**config.mk**
```make
export PLATFORM = sky130hd
export DESIGN_NAME = conn_supervisor
export DESIGN_NICKNAME = d
export VERILOG_FILES = /design/src/rtl/conn_sup_pkg.sv /design/src/rtl/conn_chan.sv /design/src/rtl/conn_supervisor.sv
export SDC_FILE = /design/constraint.sdc
export NUM_CORES = 1
export LEC_CHECK = 0
export ABC_AREA = 1
export CORE_MARGIN = 1.5
export CORE_UTILIZATION = 55
export CTS_CLUSTER_SIZE = 24
export DETAILED_ROUTE_END_ITERATION = 6
export PLACE_DENSITY = 0.77
export RECOVER_POWER = 25
export SYNTH_ARGS = -nofsm -noshare
export SYNTH_HDL_FRONTEND = slang
export SYNTH_SLANG_ARGS = --single-unit
```
**constraint.sdc**
```tcl
create_clock -name sys_clk -period 5.6 [get_ports sys_clk]
set_clock_uncertainty 0.1 [all_clocks]
set_input_delay 0.56 -clock sys_clk [delete_from_list [all_inputs] [get_ports sys_clk]]
set_output_delay 0.56 -clock sys_clk [all_outputs]
set_load 0.02 [all_outputs]
```
**src/rtl/conn_sup_pkg.sv**
```systemverilog
// rtl/conn_sup_pkg.sv - shared types and constants for the connection supervisor
//
// Purpose: per-channel link FSM state encodings and statistics widths used by
// conn_chan and conn_supervisor.
package conn_sup_pkg;

   typedef enum logic [1:0] {
      ST_WAIT    = 2'b00,
      ST_LINKED  = 2'b01,
      ST_LOST    = 2'b10,
      ST_RECOVER = 2'b11
   } conn_state_e;

   localparam int STAT_W     = 16;
   localparam int STAT_SEL_W = 4;

endpackage

```
**src/rtl/conn_chan.sv**
```systemverilog
// rtl/conn_chan.sv - single-link watchdog: idle counter, link FSM, recovery count
//
// Purpose: supervises one link from its frame-received strobe and reports
// whether the link is usable.
// Optional feature macro: STATS_EN (per-channel saturating loss counter).
// Ports:
//   sys_clk, rst        clock, synchronous active-high reset
//   i_recv              single-cycle frame-received strobe
//   i_enable            supervise enable; 0 holds the channel in WAIT
//   i_stat_clr          clear the loss counter (STATS_EN only)
//   o_lost              registered, 1 = not LINKED while enabled
//   o_lost_pulse        one-cycle strobe on LINKED->LOST
//   o_recover_pulse     one-cycle strobe on LOST/RECOVER->LINKED
//   o_state             current FSM state
//   o_stat_count        loss counter (0 when STATS_EN is undefined)
module conn_chan
   import conn_sup_pkg::*;
#(
   parameter int TIMEOUT        = 25_000_000,
   parameter int CNT_W          = 32,
   parameter int RECOVER_FRAMES = 2
) (
   input  logic              sys_clk,
   input  logic              rst,
   input  logic              i_recv,
   input  logic              i_enable,
   input  logic              i_stat_clr,
   output logic              o_lost,
   output logic              o_lost_pulse,
   output logic              o_recover_pulse,
   output logic [1:0]        o_state,
   output logic [STAT_W-1:0] o_stat_count
);

   localparam logic [CNT_W-1:0] TMO   = CNT_W'(TIMEOUT);
   localparam logic [3:0]       REC_N = 4'(RECOVER_FRAMES);

   conn_state_e      state_q, state_d;
   logic [CNT_W-1:0] cnt_q, cnt_d;
   logic [3:0]       rec_q, rec_d;
   logic             lost_q, lost_d;
   logic             lost_pulse_q, lost_pulse_d;
   logic             recover_pulse_q, recover_pulse_d;
   logic             expire;

   always_comb begin
      state_d         = state_q;
      rec_d           = rec_q;
      lost_pulse_d    = 1'b0;
      recover_pulse_d = 1'b0;
      cnt_d           = i_recv ? '0 : ((cnt_q == TMO) ? cnt_q : cnt_q + CNT_W'(1));
      // Expiry is the edge on which the idle count reaches TIMEOUT, so a link
      // whose last frame was at edge t drops at edge t+TIMEOUT.
      expire          = !i_recv && (cnt_d == TMO);

      if (!i_enable) begin
         state_d = ST_WAIT;
         cnt_d   = '0;
         rec_d   = '0;
         expire  = 1'b0;
      end else begin
         case (state_q)
            ST_WAIT: begin
               // Leaving WAIT never strobes: it is not a recovery from a loss.
               if (i_recv) begin
                  if (REC_N == 4'd1) begin
                     state_d = ST_LINKED;
                  end else begin
                     state_d = ST_RECOVER;
                     rec_d   = 4'd1;
                  end
               end
            end
            ST_LINKED: begin
               if (expire) begin
                  state_d      = ST_LOST;
                  lost_pulse_d = 1'b1;
               end
            end
            ST_LOST: begin
               if (i_recv) begin
                  if (REC_N == 4'd1) begin
                     state_d         = ST_LINKED;
                     recover_pulse_d = 1'b1;
                  end else begin
                     state_d = ST_RECOVER;
                     rec_d   = 4'd1;
                  end
               end
            end
            ST_RECOVER: begin
               if (i_recv) begin
                  if (rec_q + 4'd1 == REC_N) begin
                     state_d         = ST_LINKED;
                     recover_pulse_d = 1'b1;
                     rec_d           = '0;
                  end else begin
                     rec_d = rec_q + 4'd1;
                  end
               end else if (expire) begin
                  // Link never came up, so this is not a new loss event.
                  state_d = ST_LOST;
                  rec_d   = '0;
               end
            end
         endcase
      end

      lost_d = (state_d != ST_LINKED) && i_enable;
   end

   always_ff @(posedge sys_clk) begin
      if (rst) begin
         state_q         <= ST_WAIT;
         cnt_q           <= '0;
         rec_q           <= '0;
         lost_q          <= 1'b0;
         lost_pulse_q    <= 1'b0;
         recover_pulse_q <= 1'b0;
      end else begin
         state_q         <= state_d;
         cnt_q           <= cnt_d;
         rec_q           <= rec_d;
         lost_q          <= lost_d;
         lost_pulse_q    <= lost_pulse_d;
         recover_pulse_q <= recover_pulse_d;
      end
   end

   assign o_lost          = lost_q;
   assign o_lost_pulse    = lost_pulse_q;
   assign o_recover_pulse = recover_pulse_q;
   assign o_state         = state_q;

`ifdef STATS_EN
   logic [STAT_W-1:0] stat_q, stat_d;

   always_comb begin
      stat_d = stat_q;
      if (i_stat_clr) begin
         stat_d = '0;
      end else if (lost_pulse_d && (stat_q != '1)) begin
         stat_d = stat_q + STAT_W'(1);
      end
   end

   always_ff @(posedge sys_clk) begin
      if (rst) begin
         stat_q <= '0;
      end else begin
         stat_q <= stat_d;
      end
   end

   assign o_stat_count = stat_q;
`else
   logic unused_stat_clr;
   assign unused_stat_clr = i_stat_clr;
   assign o_stat_count    = '0;
`endif

endmodule

```
**src/rtl/conn_supervisor.sv**
```systemverilog
// rtl/conn_supervisor.sv - multi-channel link-health supervisor
//
// Purpose: CHANNELS independent link watchdogs with combined lost flags.
// Optional feature macro: STATS_EN (per-channel loss statistics readout).
// Ports:
//   sys_clk, rst         clock, synchronous active-high reset
//   i_recv[CHANNELS]     per-channel frame-received strobe
//   i_enable[CHANNELS]   per-channel supervise enable
//   o_lost               per-channel registered lost flag (masked by enable)
//   o_lost_pulse         per-channel LINKED->LOST strobe
//   o_recover_pulse      per-channel LOST/RECOVER->LINKED strobe
//   o_any_lost           any channel lost
//   o_all_lost           every enabled channel lost, 0 when none enabled
//   o_state              per-channel state, channel i at [2i+1:2i]
//   i_stat_sel           statistics channel select
//   i_stat_clr           clear all statistics counters
//   o_stat_count         registered loss count of the selected channel
module conn_supervisor
   import conn_sup_pkg::*;
#(
   parameter int CHANNELS       = 4,
   parameter int TIMEOUT        = 25_000_000,
   parameter int CNT_W          = 32,
   parameter int RECOVER_FRAMES = 2
) (
   input  logic                  sys_clk,
   input  logic                  rst,
   input  logic [CHANNELS-1:0]   i_recv,
   input  logic [CHANNELS-1:0]   i_enable,
   output logic [CHANNELS-1:0]   o_lost,
   output logic [CHANNELS-1:0]   o_lost_pulse,
   output logic [CHANNELS-1:0]   o_recover_pulse,
   output logic                  o_any_lost,
   output logic                  o_all_lost,
   output logic [2*CHANNELS-1:0] o_state,
   input  logic [STAT_SEL_W-1:0] i_stat_sel,
   input  logic                  i_stat_clr,
   output logic [STAT_W-1:0]     o_stat_count
);

   logic [CHANNELS-1:0]              en_q, en_d;
   logic [CHANNELS-1:0][STAT_W-1:0]  chan_stat;

   for (genvar i = 0; i < CHANNELS; i++) begin : g_chan
      conn_chan #(
         .TIMEOUT        (TIMEOUT),
         .CNT_W          (CNT_W),
         .RECOVER_FRAMES (RECOVER_FRAMES)
      ) u_chan (
         .sys_clk         (sys_clk),
         .rst             (rst),
         .i_recv          (i_recv[i]),
         .i_enable        (i_enable[i]),
         .i_stat_clr      (i_stat_clr),
         .o_lost          (o_lost[i]),
         .o_lost_pulse    (o_lost_pulse[i]),
         .o_recover_pulse (o_recover_pulse[i]),
         .o_state         (o_state[2*i +: 2]),
         .o_stat_count    (chan_stat[i])
      );
   end

   // Enable is registered on the same edge as the lost flags so the all-lost
   // reduction compares values that belong to the same cycle.
   always_comb begin
      en_d = i_enable;
   end

   always_ff @(posedge sys_clk) begin
      if (rst) begin
         en_q <= '0;
      end else begin
         en_q <= en_d;
      end
   end

   assign o_any_lost = |o_lost;
   assign o_all_lost = (en_q != '0) && (o_lost == en_q);

`ifdef STATS_EN
   logic [15:0][STAT_W-1:0] stat_pad;
   logic [STAT_W-1:0]       stat_count_q, stat_count_d;

   // Unpopulated selects read as zero.
   for (genvar i = 0; i < 16; i++) begin : g_pad
      if (i < CHANNELS) begin : g_used
         assign stat_pad[i] = chan_stat[i];
      end else begin : g_zero
         assign stat_pad[i] = '0;
      end
   end

   always_comb begin
      stat_count_d = stat_pad[i_stat_sel];
   end

   always_ff @(posedge sys_clk) begin
      if (rst) begin
         stat_count_q <= '0;
      end else begin
         stat_count_q <= stat_count_d;
      end
   end

   assign o_stat_count = stat_count_q;
`else
   logic unused_stats;
   assign unused_stats = ^{chan_stat, i_stat_sel};
   assign o_stat_count = '0;
`endif

endmodule

```
==> results of run 1 <==
==> cells by family (layout without fill, tap and decap cells) <==
family          count (synthesis)  after routing  synth area share [%]
fa+ha+maj                      16             16                  1.72
flops                         168            168                  28.9
compound gates                 72             72                  3.55
buf+inv                       263            274                  9.45
simple gates                 1475           1475                  53.9
other cells                     1             16                0.0322
xor+xnor                       30             30                  2.45
==> worst max path at each step <==
| stage | to | slack [ps] | cells past startpoint |
|---|---|---|---|
| after floorplan | g_chan[1].u_chan.rec_q[0] | 3420 | 18 |
| after global placement | g_chan[1].u_chan.rec_q[3] | 2080 | 14 |
| after detailed placement | g_chan[1].u_chan.rec_q[3] | 2050 | 14 |
| after CTS | g_chan[1].u_chan.rec_q[3] | 2510 | 14 |
| after global routing | g_chan[1].u_chan.rec_q[1] | 2200 | 14 |
| final | g_chan[1].u_chan.rec_q[3] | 2440 | 14 |
==> power by group through the flow <==
stage / logic, mW / registers (mW) / clock network (mW)
2_1_floorplan: 0.118 / 1.25 / 0
3_3_place_gp: 0.154 / 1.25 / 0
3_5_place_dp: 0.156 / 1.25 / 0
4_1_cts: 0.157 / 1.22 / 1.32
5_1_grt: 0.174 / 1.22 / 1.37
6_report: 0.156 / 1.22 / 1.30
==> layout make-up <==
type	instances	area (um2)	share of cell area, %
clock buffer	17	425	3.35
clock inverter	14	213	1.68
inverter	206	773	6.09
multi-input combinational	1609	7230	57.0
sequential	168	3360	26.5
tap	275	344	2.71
timing repair buffer	37	348	2.74
==> state kept, by name, summed over array words and instances, names as in the netlist <==
register and cells:
g_chan.u_chan.o_state 8, g_chan.u_chan.rec_q 16, g_chan.u_chan.o_lost_pulse 4, g_chan.u_chan.o_lost 4, g_chan.u_chan.o_recover_pulse 4, g_chan.u_chan.cnt_q 128, en_q 4
==> critical path: cells and delay by family <==
family                 cells  cell delay (ps)
buffers and inverters      2             1560
and+or+nand+nor           12             1300
==> metal layers <==
layer / track usage (%) / part of all wire (%)
met3: 4.97 / 6.8
met4: 9.06 / 2.1
met1: 40.6 / 47
met5: 0 / 0
met2: 46.8 / 44
==> metrics by stage <==
| step | std cells | power [mW] |
|---|---|---|
| final | 2326 | 2.68 |
| after detailed placement | 2295 | 1.40 |
| after global placement | 2295 | 1.40 |
| after CTS | 2326 | 2.70 |
| after global routing | 2326 | 2.77 |
| after floorplan | 2040 | 1.37 |
==> cells in the final DEF (no fill, tap or decap), drive strengths merged, types with 12 or more instances in the layout <==
master / instances
nand2: 669
nor2: 561
inv: 206
dfxtp: 168
nand3: 130
nand4: 49
nor3: 34
a21oi: 32
xor2: 23
o21ai: 22
dlygate4sd3: 20
clkbuf: 19
nand3b: 18
ha: 16
conb: 16
o21bai: 12
==> summary.txt, run 1 <==
Synth
  • YS warnings: 0
  • Top cells by area, synth: dfxtp_1 29%, nand2_1 21%, nor2_1 17%
  • Top cells by count, synth: 648 x nand2_1, 528 x nor2_1, 196 x inv_1
  • EDFF count, synth: 0
  • Count of cell types in the netlist: 41
  • Synth area leader: dfxtp_1
  • Syn Area/Cell: about 5.7 um2
  • Top-area cell type share of the netlist area: 28.9%
  • FFs w/ async S/R, synth: 0%
  • Dominant register cell in the synthesized netlist: dfxtp_1
  • Yosys reg bits: 168
  • Cell Area, Synth: 11600 um2
  • Sequential area share after synthesis: a little under 30%
  • Most frequent cell after synthesis: nand2_1
  • Mapped Cells: 2025

Clocking
  • Setup Buffers After CTS: 0
  • Post-CTS resize count: 0
  • Max Buffers Root-to-Sink: 2
  • Clock sink total: 168
  • TritonCTS Buffers: 17
  • Worst-skew pair later-pin latency: 440 ps
  • CTS root buf: clkbuf_16
  • CTS tree: done
  • H-tree depth: 4
  • Hold_buf cts: 0
  • Clock-pin slew on the worst setup and hold paths: 70 ps

Final layout
  • Fillcell total: 2085
  • Post-layout util: around 60%
  • Fin nets: 2070
  • Share of layout cells above drive strength 1: 5.36%
  • Fin area: 12700 um2
  • Antenna fix cells: 0
  • Syn-to-layout area delta: 9.11%

Drt
  • Iter 0 DRT Violations: between 1000 and 1500
  • Antenna-violating nets left: 0
  • Post-DR vias/cell: ~5.2
  • Vias after detailed routing: 12200
  • Drt drc: 0
  • Routed WL per cell: 13.6 um
  • Routed Wire Length: 31700 um
  • Initial DRT Pass Iterations: 6

Run status
  • Outcome: finished with violations
  • Failing checks: capacitance limit, slew limit

Min path
  • Min-delay worst type: flop to flop
  • Hold Crit Endpoint: g_chan[1].u_chan.rec_q[3]
  • Cells on Worst Hold Path: 4
  • Hold wc startpoint: g_chan[1].u_chan.rec_q[3]

GRT
  • Antenna violations before repair: 0
  • First-pass GRT wire length: 52200 um
  • Global route total overflow: 0
  • Vias in the first global route: 11000
  • Global Route Usage Sum: 29.4%
  • Maximum number of pins on one net before global-route repair: 35

Critical path
  • Worst path required time: roughly 6000 ps
  • Crit Path Class: input port to flop
  • Worst r2r src: g_chan[3].u_chan.cnt_q[0]
  • CP Cell Sequence: clkdlybuf4s50_1 > inv_1 > nand2_1 > nor2_1 > nand2_1 > nor2_1 > nand2_1 > nor2_2 > nand2_2 > nand2_4 > nand3_4 > nand2_1 > nand2_1 > nor2_1
  • Critical path startpoint category: input port
  • CP Capture Type: flop
  • Critical Path Fanout Max: 31
  • CP max stage cell: inv_1
  • Cell mode on critical path: nand2_1
  • Reg2reg end: g_chan[3].u_chan.rec_q[2]
  • R2r worst-path depth: 19
  • FF-to-FF setup slack: 2680 ps
  • Setup crit start: i_recv[1]
  • Arr. time, crit path: 3440 ps
  • CP max stage delay: 880 ps

STA
  • Worst hold slack: 425 ps
  • Slew headroom: -3.37%
  • FMAX: approximately 0.32 GHz
  • Final Setup Violations: 0
  • Final worst slack: 2440 ps
  • Slew Limit Fails: 33
  • Final setup TNS: 0 ps
  • RSZ-0062 raised after global routing: no
  • Final hold viol count: 0
  • Tightest Pin Transition: 1550 ps
  • Period utilization: 56.4%
  • Minimum clock period: between 3000 and 4000 ps

Power and ir drop
  • P_sw: approximately 670 uW
  • Clock Power Share: 48.6%
  • Comb pwr share: around 5.8%
  • Sequential Power Share: 45.6%
  • Peak supply drop: 0.194 mV
  • P per Cell Area: 211 nW/um2
  • Leakage power: 4.80 nW
  • Sw frac: 25.0%
  • Pint: about 2.0 mW

Floorplanning
  • Io pins: 53
  • Die area: around 22000 um2
  • Die width: 148 um
  • Site row count: 53
  • Die H: roughly 150 um
  • Core Region: 20900 um2
  • Initial core utilization: 55.7%

Placement
  • Gpl congestion: between 0.9 and 1
  • Pre-CTS setup slack: between 2000 and 2500 ps
  • DP Wirelength: about 24000 um
  • Placement Cell Area: 12100 um2
  • # port buffers: 31

Run
  • Maximum capacitance violations: 1
(Power assumes the default switching activity.)
==> run 2: changes to the inputs <==
- PLACE_DENSITY: 0.77 -> 0.79
- clock period: 5.6 -> 2.7 ns (I/O delays scaled with it)
==> summary.txt, run 2 (synthesis results as in run 1) <==
GRT
  • Global route total overflow: 0 (unchanged)
  • Antenna violations before repair: 0 (unchanged)
  • Vias in the first global route: 11300 (was 11000)
  • Maximum number of pins on one net before global-route repair: 35 (unchanged)
  • Global Route Usage Sum: 30.6% (was 29.4%)
  • First-pass GRT wire length: 54300 um (was 52200 um)

Clocking
  • CTS root buf: clkbuf_16 (unchanged)
  • Clock sink total: 168 (unchanged)
  • H-tree depth: 4 (unchanged)
  • Clock-pin slew on the worst setup and hold paths: 60 ps (was 70 ps)
  • Hold_buf cts: 0 (unchanged)
  • TritonCTS Buffers: 17 (unchanged)
  • Worst-skew pair later-pin latency: 450 ps (was 440 ps)
  • Max Buffers Root-to-Sink: 2 (unchanged)
  • CTS tree: done (unchanged)

Final layout
  • Share of layout cells above drive strength 1: 8.74% (was 5.36%)
  • Fillcell total: 2051 (was 2085)
  • Number of standard cells in the final layout excluding fillers: 2357 (was 2326)
  • Commonest non-fill, non-tap cell in the layout: nand2_1 (unchanged)
  • Fin nets: 2100 (was 2070)
  • Commonest cells after routing, fill and taps aside: 645 x nand2_1, 504 x nor2_1, 194 x inv_1 (was 648 x nand2_1, 528 x nor2_1, 196 x inv_1)
  • Max FFs per register: 128 (unchanged)
  • Top reg by flops: g_chan.u_chan.cnt_q (unchanged)
  • Syn-to-layout area delta: 12.3% (was 9.11%)
  • Fin area: 13100 um2 (was 12700 um2)
  • Antenna fix cells: 0 (unchanged)
  • Post-layout util: 62.6% (was 60.8%)
  • Multi-input logic area: 7360 um2 (was 7230 um2)
  • Register area: 3390 um2 (was 3360 um2)

Power and ir drop
  • Leakage power: 4.87 nW (was 4.80 nW)
  • Peak supply drop: 0.477 mV (was 0.194 mV)
  • P per Cell Area: 421 nW/um2 (was 211 nW/um2)

Floorplanning
  • Core Region: 20900 um2 (unchanged)
  • Site row count: 53 (unchanged)
  • Die area: 22000 um2 (unchanged)
  • Die H: 148 um (unchanged)
  • Io pins: 53 (unchanged)
  • Initial core utilization: 55.7% (unchanged)
  • Die width: 148 um (unchanged)

Critical path
  • Crit Path Class: flop to flop (was input port to flop)
  • Arr. time, crit path: 2780 ps (was 3440 ps)
  • CP Cell Sequence: nand2_2 > nor2_2 > nand2_2 > inv_1 > nand3_1 > nand3_1 > nand2_1 > nor2_1 > nand3_1 > nor2_1 > nand2_2 > nand2_4 > nand3_4 > nand2_1 > nand2_1 > nor2_1 (was clkdlybuf4s50_1 > inv_1 > nand2_1 > nor2_1 > nand2_1 > nor2_1 > nand2_1 > nor2_2 > nand2_2 > nand2_4 > nand3_4 > nand2_1 > nand2_1 > nor2_1)
  • CP max stage delay: 480 ps (was 880 ps)
  • Buf+Inv Stages, Crit Path: 1 (was 2)
  • Critical path startpoint category: flop (was input port)
  • CP delay by family, top: simple AND/OR/NAND/NOR gates (was buffers and inverters)
  • Worst path required time: 2970 ps (was 5880 ps)
  • CP max stage cell: dfxtp_1 (was inv_1)
  • Critical Path Fanout Max: 6 (was 31)
  • CP Capture Type: flop (unchanged)

Min path
  • Min-delay worst type: flop to flop (unchanged)

Drt
  • Vias after detailed routing: 12400 (was 12200)
  • Antenna-violating nets left: 0 (unchanged)
  • Iter 0 DRT Violations: 1143 (was 1032)
  • Drt drc: 0 (unchanged)
  • Initial DRT Pass Iterations: 7 (was 6)
  • Routed Wire Length: 33300 um (was 31700 um)
  • Routed WL per cell: 14.1 um (was 13.6 um)
  • Post-DR vias/cell: 5.28 (was 5.24)

STA
  • Final hold viol count: 0 (unchanged)
  • Period utilization: 92.9%
  • Final setup TNS: 0 ps (unchanged)
  • Minimum clock period: between 2000 and 3000 ps
  • FMAX: 0.399 GHz
  • Worst hold slack: 431 ps (was 425 ps)
  • Tightest Pin Transition: 902 ps (was 1550 ps)
  • Final Setup Violations: 0 (unchanged)
  • Slew Limit Fails: 0 (was 33)
  • Slew headroom: 39.9% (was -3.37%)

Run
  • Maximum capacitance violations: 0 (was 1)

Placement
  • Gpl congestion: 0.958 (was 0.987)
  • DP Wirelength: 25400 um (was 24500 um)
  • Placement Cell Area: 12300 um2 (was 12100 um2)
  • Placed cells: 2318 (was 2295)
  • # port buffers: 31 (unchanged)

Run status
  • Outcome: finished, final reports clean (was finished with violations)
-- run 2: changes by cell type in the layout (fill, tap and decap cells not counted), moves of 15 or more --
cell / before / now
nor2_1: 528 / 504
dfxtp_1: 168 / 152
nor2_2: 20 / 37
dfxtp_2: 0 / 15
clkdlybuf4s50_1: 11 / 30
dlygate4sd3_1: 20 / 1
buf_4: 4 / 27
-- run 2: power by group --
group	switching [mW]	leakage, nW	internal, mW
sequential	0.0310	1.37	2.50
clock	1.08	0.291	1.54
combinational	0.232	3.21	0.117
total	1.34	4.87	4.16
-- run 2: final timing paths --
kind                             startpoint                         to  slack [ps]  depth (start not counted)
setup / recovery  g_chan[2].u_chan.cnt_q[5]  g_chan[2].u_chan.rec_q[3]         190                         16
hold / removal    g_chan[1].u_chan.rec_q[3]  g_chan[1].u_chan.rec_q[3]         430                          4
setup reg to reg  g_chan[2].u_chan.cnt_q[5]  g_chan[2].u_chan.rec_q[3]         190                         16
hold reg to reg   g_chan[1].u_chan.rec_q[3]  g_chan[1].u_chan.rec_q[3]         430                          4
-- run 2: repair_timing --
action	in CTS	in global routing
resized for setup	0	58
endpoints found under the setup margin	0	24
setup buffers	0	7
-- run 2: per-stage QoR --
step	setup slack (ps)	total power, mW
2_1_floorplan	519	2.83
3_3_place_gp	161	2.93
3_5_place_dp	106	2.94
4_1_cts	54.4	5.51
5_1_grt	-7.45	5.66
6_report	192	5.50
-- run 2: area by class of cell --
class | instances | area share (%)
Clock buffer | 23 | 3.66
Timing Repair Buffer | 67 | 4.56
Sequential cell | 168 | 25.9
Clock inverter | 9 | 1.06
Tap cell | 275 | 2.63
Multi-Input combinational cell | 1609 | 56.3
Inverter | 206 | 5.92
-- run 2: worst reg2reg max path, cell delays in order (launching register included) --
cell and delay, ps:
dfxtp_1 480, nand2_2 100, nor2_2 140, nand2_2 150
inv_1 220, nand3_1 100, nand3_1 200, nand2_1 90
nor2_1 110, nand3_1 70, nor2_1 180, nand2_2 120
nand2_4 90, nand3_4 90, nand2_1 80, nand2_1 50
nor2_1 80
-- run 2: layer usage --
layer / wire [um] / share of wire (%) / vias up / global-route usage [%]
met5: 0 / 0 / - / 0
met4: 756 / 2.3 / 0 / 9.26
met3: 2380 / 7.2 / 65 / 4.79
met2: 15100 / 45 / 438 / 50.3
met1: 15000 / 45 / 5600 / 41.3
li1: - / - / 6346 / -
